### src/rtl/dmem_pkg.sv
// Shared constants and request payload for the data-memory responder.
// Optional feature macro: DMEM_CYCLE_COUNTER_EN (memory-mapped cycle counter).
package dmem_pkg;

    // Latency down-counter width; covers LATENCY up to 15
    localparam int unsigned CNT_W = 4;

    // FSM state encoding
    localparam logic [1:0] ST_IDLE = 2'd0;
    localparam logic [1:0] ST_BUSY = 2'd1;
    localparam logic [1:0] ST_RESP = 2'd2;

    // Word-load address that returns the cycle counter when enabled
    localparam logic [31:0] MMIO_CNT_ADDR = 32'hFFFF_FFFC;

    // Request captured on acceptance
    typedef struct packed {
        logic        write;
        logic        is_byte;
        logic [31:0] addr;
        logic [31:0] wdata;
    } dmem_req_t;

endpackage

### src/rtl/dmem_lane_mux.sv
// Byte-lane helper: zero-extended byte extract for loads and
// read-modify-write merge for byte stores (little-endian lanes).
module dmem_lane_mux (
    input  logic [31:0] word_i,
    input  logic [1:0]  lane_i,
    input  logic [7:0]  byte_i,
    output logic [31:0] ld_ext_c_o,
    output logic [31:0] st_merge_c_o
);

    // Select/replace the addressed lane; other lanes pass through
    always_comb begin
        ld_ext_c_o   = '0;
        st_merge_c_o = word_i;
        case (lane_i)
            2'd0: begin
                ld_ext_c_o         = {24'b0, word_i[7:0]};
                st_merge_c_o[7:0]  = byte_i;
            end
            2'd1: begin
                ld_ext_c_o         = {24'b0, word_i[15:8]};
                st_merge_c_o[15:8] = byte_i;
            end
            2'd2: begin
                ld_ext_c_o          = {24'b0, word_i[23:16]};
                st_merge_c_o[23:16] = byte_i;
            end
            default: begin
                ld_ext_c_o          = {24'b0, word_i[31:24]};
                st_merge_c_o[31:24] = byte_i;
            end
        endcase
    end

endmodule

### src/rtl/data_mem_responder.sv
// Data-port memory responder: accepts one load/store, completes it after
// LATENCY cycles with a one-cycle MemReady pulse, flags misaligned or
// out-of-range accesses. Stores commit on the edge leaving the response cycle.
// Optional feature macro: DMEM_CYCLE_COUNTER_EN (cycle counter readable by a
// word load of MMIO_CNT_ADDR; without it that address faults like any other).
module data_mem_responder
    import dmem_pkg::*;
#(
    parameter int unsigned DEPTH_WORDS = 64,
    parameter int unsigned LATENCY     = 2
) (
    input  logic        clk,
    input  logic        reset,
    input  logic        MemReq,
    input  logic        MemWriteM,
    input  logic        MByte,
    input  logic [31:0] AddrM,
    input  logic [31:0] WriteDataM,
    output logic [31:0] ReadData,
    output logic        MemReady,
    output logic        MemFault
);

    localparam int unsigned IDX_W = $clog2(DEPTH_WORDS);

    logic [1:0]       state_q, state_d;
    logic [CNT_W-1:0] cnt_q, cnt_d;
    dmem_req_t        req_q, req_d;
    dmem_req_t        in_req_c, src_c;
    logic [31:0]      rdata_q, rdata_d;
    logic             ready_q, ready_d;
    logic             fault_q, fault_d;

    logic [31:0]      mem_q [DEPTH_WORDS];

    logic [IDX_W-1:0] idx_c;
    logic [31:0]      word_c, ld_ext_c, st_merge_c, rsp_data_c, wr_data_c;
    logic             misalign_c, oor_c, mmio_c, rsp_fault_c, mem_we_c;

    // Incoming request payload
    always_comb begin
        in_req_c.write   = MemWriteM;
        in_req_c.is_byte = MByte;
        in_req_c.addr    = AddrM;
        in_req_c.wdata   = WriteDataM;
    end

    // In IDLE the response is built from live inputs (LATENCY==1 path), else from the latch
    assign src_c = (state_q == ST_IDLE) ? in_req_c : req_q;

    assign idx_c      = src_c.addr[IDX_W+1:2];
    assign word_c     = mem_q[idx_c];
    assign misalign_c = !src_c.is_byte && (src_c.addr[1:0] != 2'b00);
    assign oor_c      = |src_c.addr[31:IDX_W+2];

    dmem_lane_mux u_lane_mux (
        .word_i       (word_c),
        .lane_i       (src_c.addr[1:0]),
        .byte_i       (src_c.wdata[7:0]),
        .ld_ext_c_o   (ld_ext_c),
        .st_merge_c_o (st_merge_c)
    );

`ifdef DMEM_CYCLE_COUNTER_EN
    logic [31:0] cyc_q;
    logic [31:0] snap_q, snap_d;
    logic [31:0] snap_src_c;

    // Free-running cycle counter
    always_ff @(posedge clk) begin
        if (reset) cyc_q <= '0;
        else       cyc_q <= cyc_q + 32'd1;
    end

    // Counter snapshot taken when a request is accepted
    always_comb begin
        snap_d = snap_q;
        if (state_q == ST_IDLE && MemReq) snap_d = cyc_q;
    end

    // Snapshot register
    always_ff @(posedge clk) begin
        if (reset) snap_q <= '0;
        else       snap_q <= snap_d;
    end

    assign snap_src_c = (state_q == ST_IDLE) ? cyc_q : snap_q;
    assign mmio_c     = (src_c.addr == MMIO_CNT_ADDR) && !src_c.is_byte;
`else
    assign mmio_c = 1'b0;
`endif

    assign rsp_fault_c = misalign_c || (oor_c && !mmio_c);

    // Response data: zero on faults and stores, else counter / byte lane / word
    always_comb begin
        rsp_data_c = '0;
        if (!rsp_fault_c && !src_c.write) begin
`ifdef DMEM_CYCLE_COUNTER_EN
            if (mmio_c)               rsp_data_c = snap_src_c;
            else if (src_c.is_byte)   rsp_data_c = ld_ext_c;
            else                      rsp_data_c = word_c;
`else
            if (src_c.is_byte)        rsp_data_c = ld_ext_c;
            else                      rsp_data_c = word_c;
`endif
        end
    end

    // Store commit when leaving RESP; faulted, MMIO and reset-aborted stores are dropped
    assign wr_data_c = src_c.is_byte ? st_merge_c : src_c.wdata;
    assign mem_we_c  = (state_q == ST_RESP) && !reset && src_c.write && !fault_q && !mmio_c;

    // Next-state and response-register logic
    always_comb begin
        state_d = state_q;
        cnt_d   = cnt_q;
        req_d   = req_q;
        ready_d = 1'b0;
        fault_d = 1'b0;
        rdata_d = '0;
        case (state_q)
            ST_IDLE: begin
                if (MemReq) begin
                    req_d = in_req_c;
                    if (LATENCY == 1) begin
                        state_d = ST_RESP;
                        ready_d = 1'b1;
                        fault_d = rsp_fault_c;
                        rdata_d = rsp_data_c;
                    end else begin
                        state_d = ST_BUSY;
                        cnt_d   = CNT_W'(LATENCY - 1);
                    end
                end
            end
            ST_BUSY: begin
                cnt_d = cnt_q - CNT_W'(1);
                if (cnt_q == CNT_W'(1)) begin
                    state_d = ST_RESP;
                    ready_d = 1'b1;
                    fault_d = rsp_fault_c;
                    rdata_d = rsp_data_c;
                end
            end
            ST_RESP: begin
                state_d = ST_IDLE;
            end
            default: begin
                state_d = ST_IDLE;
            end
        endcase
    end

    // State and response registers
    always_ff @(posedge clk) begin
        if (reset) begin
            state_q <= ST_IDLE;
            cnt_q   <= '0;
            req_q   <= '0;
            rdata_q <= '0;
            ready_q <= 1'b0;
            fault_q <= 1'b0;
        end else begin
            state_q <= state_d;
            cnt_q   <= cnt_d;
            req_q   <= req_d;
            rdata_q <= rdata_d;
            ready_q <= ready_d;
            fault_q <= fault_d;
        end
    end

    // Data RAM (contents survive reset)
    always_ff @(posedge clk) begin
        if (mem_we_c) mem_q[idx_c] <= wr_data_c;
    end

    assign ReadData = rdata_q;
    assign MemReady = ready_q;
    assign MemFault = fault_q;

endmodule

### config.mk
export PLATFORM = sky130hd
export DESIGN_NAME = data_mem_responder
export DESIGN_NICKNAME = d
export VERILOG_FILES = /design/src/rtl/dmem_pkg.sv /design/src/rtl/dmem_lane_mux.sv /design/src/rtl/data_mem_responder.sv
export SDC_FILE = /design/constraint.sdc
export NUM_CORES = 2
export LEC_CHECK = 0
export ABC_AREA = 1
export CAP_MARGIN = 30
export CORE_ASPECT_RATIO = 1.2
export CORE_MARGIN = 2
export CORE_UTILIZATION = 45
export CTS_CLUSTER_SIZE = 20
export DETAILED_ROUTE_END_ITERATION = 10
export PLACE_DENSITY_LB_ADDON = 0.08
export SYNTH_ARGS = -nofsm -noshare
export SYNTH_HDL_FRONTEND = slang
export SYNTH_HIERARCHICAL = 1
export SYNTH_SLANG_ARGS = --single-unit
export TNS_END_PERCENT = 100
### constraint.sdc
create_clock -name clk -period 6.7 [get_ports clk]
set_input_delay 1.005 -clock clk [delete_from_list [all_inputs] [get_ports clk]]
set_output_delay 1.005 -clock clk [all_outputs]
set_load 0.01 [all_outputs]
### After elaboration in Yosys (flattened, before gate mapping)

Memories as Yosys holds them, arrays and structs flattened.
Cells that the tools add are included.

* reduce and logical (&&, ||, !) cells: 23
* bitwise operators: 3
* multiplexer cells: 16
* equal/unequal tests: 7
* add/subtract/negate cells: 1

Operators by type and width (count)
* $mux W66: 1
* $mux W32: 2
* $mux W8: 4
* $pmux W8 S3: 1
* $reduce_or A24 Y1: 1
* $pmux W4 S2: 1
* $reduce_and A2 Y1: 3
* $reduce_or A3 Y1: 2
* $logic_and A1 B1 Y1: 5
* $logic_not A1 Y1: 5
* $eq A2 B1 Y1 const B: 2
* $eq A2 B2 Y1 const B: 2
* $eq A4 B1 Y1 const B: 1
* $logic_not A2 Y1: 2
* $mux W2: 2
* $mux W4: 1
* $ne A2 B2 Y1 const B: 2
* $pmux W2 S2: 1
* $reduce_bool A2 Y1: 2
* $reduce_or A4 Y1: 1
* $sub A4 B1 Y4 const B: 1
* $mux W1: 3
* $not A1 Y1: 3
* $reduce_or A2 Y1: 1
* $logic_or A1 B1 Y1: 1

* logic and storage cells: 60
* output and inout port bits: 34
* memories kept: 1
* register bits: 106
* memory bits (writable): 2048
* bits of input ports: 69

Memory list
* mem_q: words 64, bits a word 32, read ports 1, clocked after memory_dff 0, write ports 1, line data_mem_responder.sv:34 `logic [31:0] mem_q [DEPTH_WORDS];`

### Longest topological paths before layout

* word-level depth: 9
* mapped depth: 23

### Hierarchy

Netlist, hierarchy kept.

By module, submodules not included
* data_mem_responder: seq. area each 63621.0 um^2, cells an instance 9216, times used 1, area an instance 91794.3 um^2
* dmem_lane_mux: seq. area each 0.0 um^2, cells an instance 152, times used 1, area an instance 953.4 um^2

### Worst setup path after synthesis

OpenSTA, ideal clock, no wires.

* path type: input -> register
* start point: in AddrM[6]
* end point: mem mem_q[40][0] (enable)
* data required time: 6.198 ns
* stages: 7
* slack: 1.045 ns
* library setup time: 0.502 ns
* data arrival time: 5.153 ns
* buffers on the path: 1
* cell sequence: or2_2 o21ai_4 inv_2 nor3_2 buf_2 nand2_1 nor4_1

* word-level cells in the longest chain between the ends: 1

RTL lines
* start, declared: line data_mem_responder.sv:17 `input logic [31:0] AddrM,`
* $mux W66: line data_mem_responder.sv:49 `assign src_c = (state_q == ST_IDLE) ? in_req_c : req_q;`
* end, declared: line data_mem_responder.sv:34

No other way between the ends.

### Worst setup path after layout

* start point: reg state_q[1]
* end point: mem mem_q[34][23], data pin

* word-level cells in the longest chain between the ends: 5
* elaborated cells on any way between the ends: 6
* classes of those cells: eq/ne (1); mux (3); reduce/logical (1); memory (1)

RTL lines
* start, declared: line data_mem_responder.sv:26 `logic [1:0] state_q, state_d;`
* start signal, assigned: line data_mem_responder.sv:165 `state_q <= state_d;`
* $logic_not A2 Y1: line data_mem_responder.sv:49
* $mux W66: line data_mem_responder.sv:49
* $mem_v2 Z64 W32
* named net word_c[23]: line data_mem_responder.sv:37 `logic [31:0] word_c, ld_ext_c, st_merge_c, rsp_data_c, wr_data_c;`
* $mux W8: line dmem_lane_mux.sv:15 `case (lane_i)`
* named net st_merge_c[23]: line data_mem_responder.sv:37
* $mux W32: line data_mem_responder.sv:111 `assign wr_data_c = src_c.is_byte ? st_merge_c : src_c.wdata;`
* named net wr_data_c[23]: line data_mem_responder.sv:37

The timed path passes the listed nets, and every way through them passes these cells.

==> results by group <==
Outcome
  – Outcome: complete, no violations

Power
  – Flop pwr share: 44.2%
  – Switching Fraction: 32.81%
  – NetSw: 12.09 mW
  – Leak: 43.64 nW
  – Clock power share: 32.0%
  – Logic pwr share: 23.8%
  – Maximum vdd ir drop: 0.2485 mV
  – Pint: 24.75 mW
  – Total power: 36.83 mW
  – Pwr per Cell Area: 349.0 nW/µm²

Die
  – Die width: 418.4 µm
  – Chip Height: 501.3 µm
  – Core Footprint: 204900 µm²
  – Io pins: 103
  – Initial Util: 45.25%
  – Row cnt: 182
  – Die area: 209800 µm²

Layout
  – Final Non-Filler Cells: 12320
  – Post-route cell area: 105500 µm²
  – Synth-to-Final Area Change: 13.78%
  – Util after Layout: 51.49%
  – Layout net count: 9543
  – Layout cells sized above 1: 8.157%

Global routing
  – Met1 Use GR: 40.38%
  – Vias in the first global route: 63580
  – First-pass GRT wire length: 449900 µm
  – Routing usage on met3: 4.199%
  – GRT Overall Usage: 29.50%
  – Total congestion overflow: 0
  – Initial antenna violation count: 18
  – Largest net degree at the start of global routing: 128
  – GRT met2 Usage: 47.08%
  – Busiest layer in global routing: met2

Critical path
  – Cell Chain, Critical Path: nor2_8 -> nand2_8 -> nand2_8 -> buf_12 -> buf_4 -> nand2_1 -> nand2_1 -> nand2_1 -> nand2_1 -> nand2_1 -> nand2_1 -> nand2_1 -> nand2_1 -> nor2_1 -> nand2_1 -> nand2_1 -> o21ai_2 -> nor2_1 -> a31oi_4 -> buf_4
  – Critical Path AT: 5.73 ns
  – Slowest-stage cell, CP: buf_4
  – CP max FO: 114
  – RR Endpoint: mem_q[34][23]
  – Worst Setup SP: state_q[1]
  – Setup Crit Path Kind: flip-flop to flip-flop
  – Worst path bufs/invs: 3
  – Worst Setup Start Kind: flip-flop
  – Crit path largest cell delay: 0.64 ns
  – Worst reg2reg setup slack: 1.51 ns
  – Most frequent cell on the critical path: nand2_1
  – Critical path's top delay family: simple AND/OR/NAND/NOR gates
  – WP data required: 7.23 ns
  – R2R cell count: 20
  – Worst reg2reg path startpoint: state_q[1]
  – Endpoint type of the worst setup path: flip-flop

Logic synthesis
  – Cells after Synth: 9368
  – Top post-synthesis cells by area: edfxtp_1, nand2_1, nand3_1
  – Unique cell type count in the Yosys netlist: 33
  – Async S/R FF share, synth: 0%
  – Sequential share of the synthesized area: 68.60%
  – Leading area contributor after synthesis: edfxtp_1
  – #FFs+latches synth: 2154
  – Ys flop type: edfxtp_1
  – YS warnings: 6
  – Post-synth EDFFs: 2048
  – Post-Syn Area: 92750 µm²
  – Most common cell in the netlist: nand2_1
  – Synth top area share: 66.31%
  – Most common library cells after synthesis: nand2_1, edfxtp_1, nand3_1
  – Syn_area_per_cell: 9.900 µm²

Route
  – Drt first pass iters: 5
  – DR vias/cell: 5.445
  – DRC errors left: 0
  – Initial DRC count: 7103
  – Drt wl/cell: 25.32 µm
  – Via Count: 67110
  – Post-route ant nets: 0
  – WL final: 312100 µm

Place
  – Placed insts: 11920
  – GP Congestion: 0.9131
  – HPWL Detailed: 184600 µm
  – Dpl cell area: 98740 µm²
  – DP Worst Slack: 1.027 ns
  – Port bufs: 102

Timing
  – Layout Skew: 0.03707 ns
  – Worst relative slew slack: 34.42%
  – Worst setup margin: 1.507 ns
  – Final Hold Vio Count: 0
  – Tcrit/Tclk final: 77.51%
  – Final setup vio count: 0
  – Slew Viols, Final: 0
  – Setup TNS: 0 ns
  – Worst slew pin tran: 0.9734 ns
  – Final Critical Period: 5.193 ns
  – Hold Slack: 0.4475 ns
  – Fmax: 192.6 MHz
  – Unrepaired setup endpoints after global routing: no

CTS
  – Reg clk slew, reported paths: 0.06 ns
  – Num CTS Buffers: 215
  – Num Clock Sinks: 2154
  – TritonCTS clock tree: built
  – Clock Latency Late Sink: 0.87 ns
  – H-tree levels: 4
  – CTS Root Cell: clkbuf_16
  – Post-CTS resize count: 0
  – Setup bufs post-CTS: 0
  – Post-CTS Hold Fix Bufs: 0
  – Clock Tree Buf Depth: 3

Min path
  – Worst Hold Depth: 2
  – Min-delay src: req_q[1]
  – Hold Path Class: flip-flop to flip-flop
  – Hold EP: req_q[1]

Flow run
  – Max-cap viol count: 0
-- routing by layer --
layer  routed length [µm]  vias up
li1                     -    30900
met5                   44        -
met2               145400     2667
met1               129600    32970
met3                22430      567
met4                14580        6
-- flip-flops by register name (all words and copies together) (netlist names) --
signal	count
MemReady	1
req_q	66
state_q	2
mem_q	2048
cnt_q	4
MemFault	1
ReadData	32
-- layout make-up --
class	count	area, µm²
Antenna cell	8	20.02
Clock buffer	272	5732
Clock inverter	121	1027
Fill cell	18470	99410
Inverter	128	480.5
Multi-Input combinational cell	6553	27030
Sequential cell	2154	63620
Tap cell	2668	3338
Timing Repair Buffer	420	4288
-- cell families after synthesis --
family | Yosys count | share of synthesized area, %
flops | 2154 | 68.60
simple gates | 6343 | 26.73
other cells | 1 | 0.004043
buf+inv | 684 | 3.429
compound gates | 176 | 1.116
mux | 8 | 0.09713
fa+ha+maj | 2 | 0.02698
-- layout by cell type (no fill, tap or decap), drive strengths merged --
master         count
nand4             13
or2                2
ha                 2
bufinv            13
nor4               7
dfxtp            106
o21ai             89
nand2           5419
nor2             270
buf              318
clkinv            94
nor3              10
conb              24
clkinvlp           4
mux2               8
a31oi             24
inv              138
o41ai              1
diode              8
clkdlybuf4s50    102
edfxtp          2048
clkbuf           272
a21oi             62
nand3            622
-- worst register-to-register path, cell delays in order (launching register included) --
cell and delay, ns:
dfxtp_1 0.39, nor2_8 0.46, nand2_8 0.36, nand2_8 0.59, buf_12 0.58, buf_4 0.47
nand2_1 0.09, nand2_1 0.07, nand2_1 0.05, nand2_1 0.07, nand2_1 0.05, nand2_1 0.08
nand2_1 0.14, nand2_1 0.11, nor2_1 0.12, nand2_1 0.12, nand2_1 0.07, o21ai_2 0.07
nor2_1 0.09, a31oi_4 0.18, buf_4 0.64
-- power by group through the flow --
stage,Clock (mW),Sequential [mW],Combinational [mW]
5_1_grt,12.4,16.3,9.39
3_3_place_gp,0,16.6,8.61
4_1_cts,11.9,16.3,8.70
2_1_floorplan,0,16.7,4.52
3_5_place_dp,0,16.6,8.68
6_report,11.8,16.3,8.77
-- worst max-delay path by stage --
stage,to,slack [ns],cells after the start
floorplan,mem_q[40][0],1.05,7
global placement,mem_q[13][22],0.98,20
detailed placement,mem_q[35][23],1.03,20
CTS,mem_q[35][23],1.61,20
global route,mem_q[33][23],1.28,20
finish,mem_q[34][23],1.51,20
No activity file was read; power rests on OpenSTA's default activity.
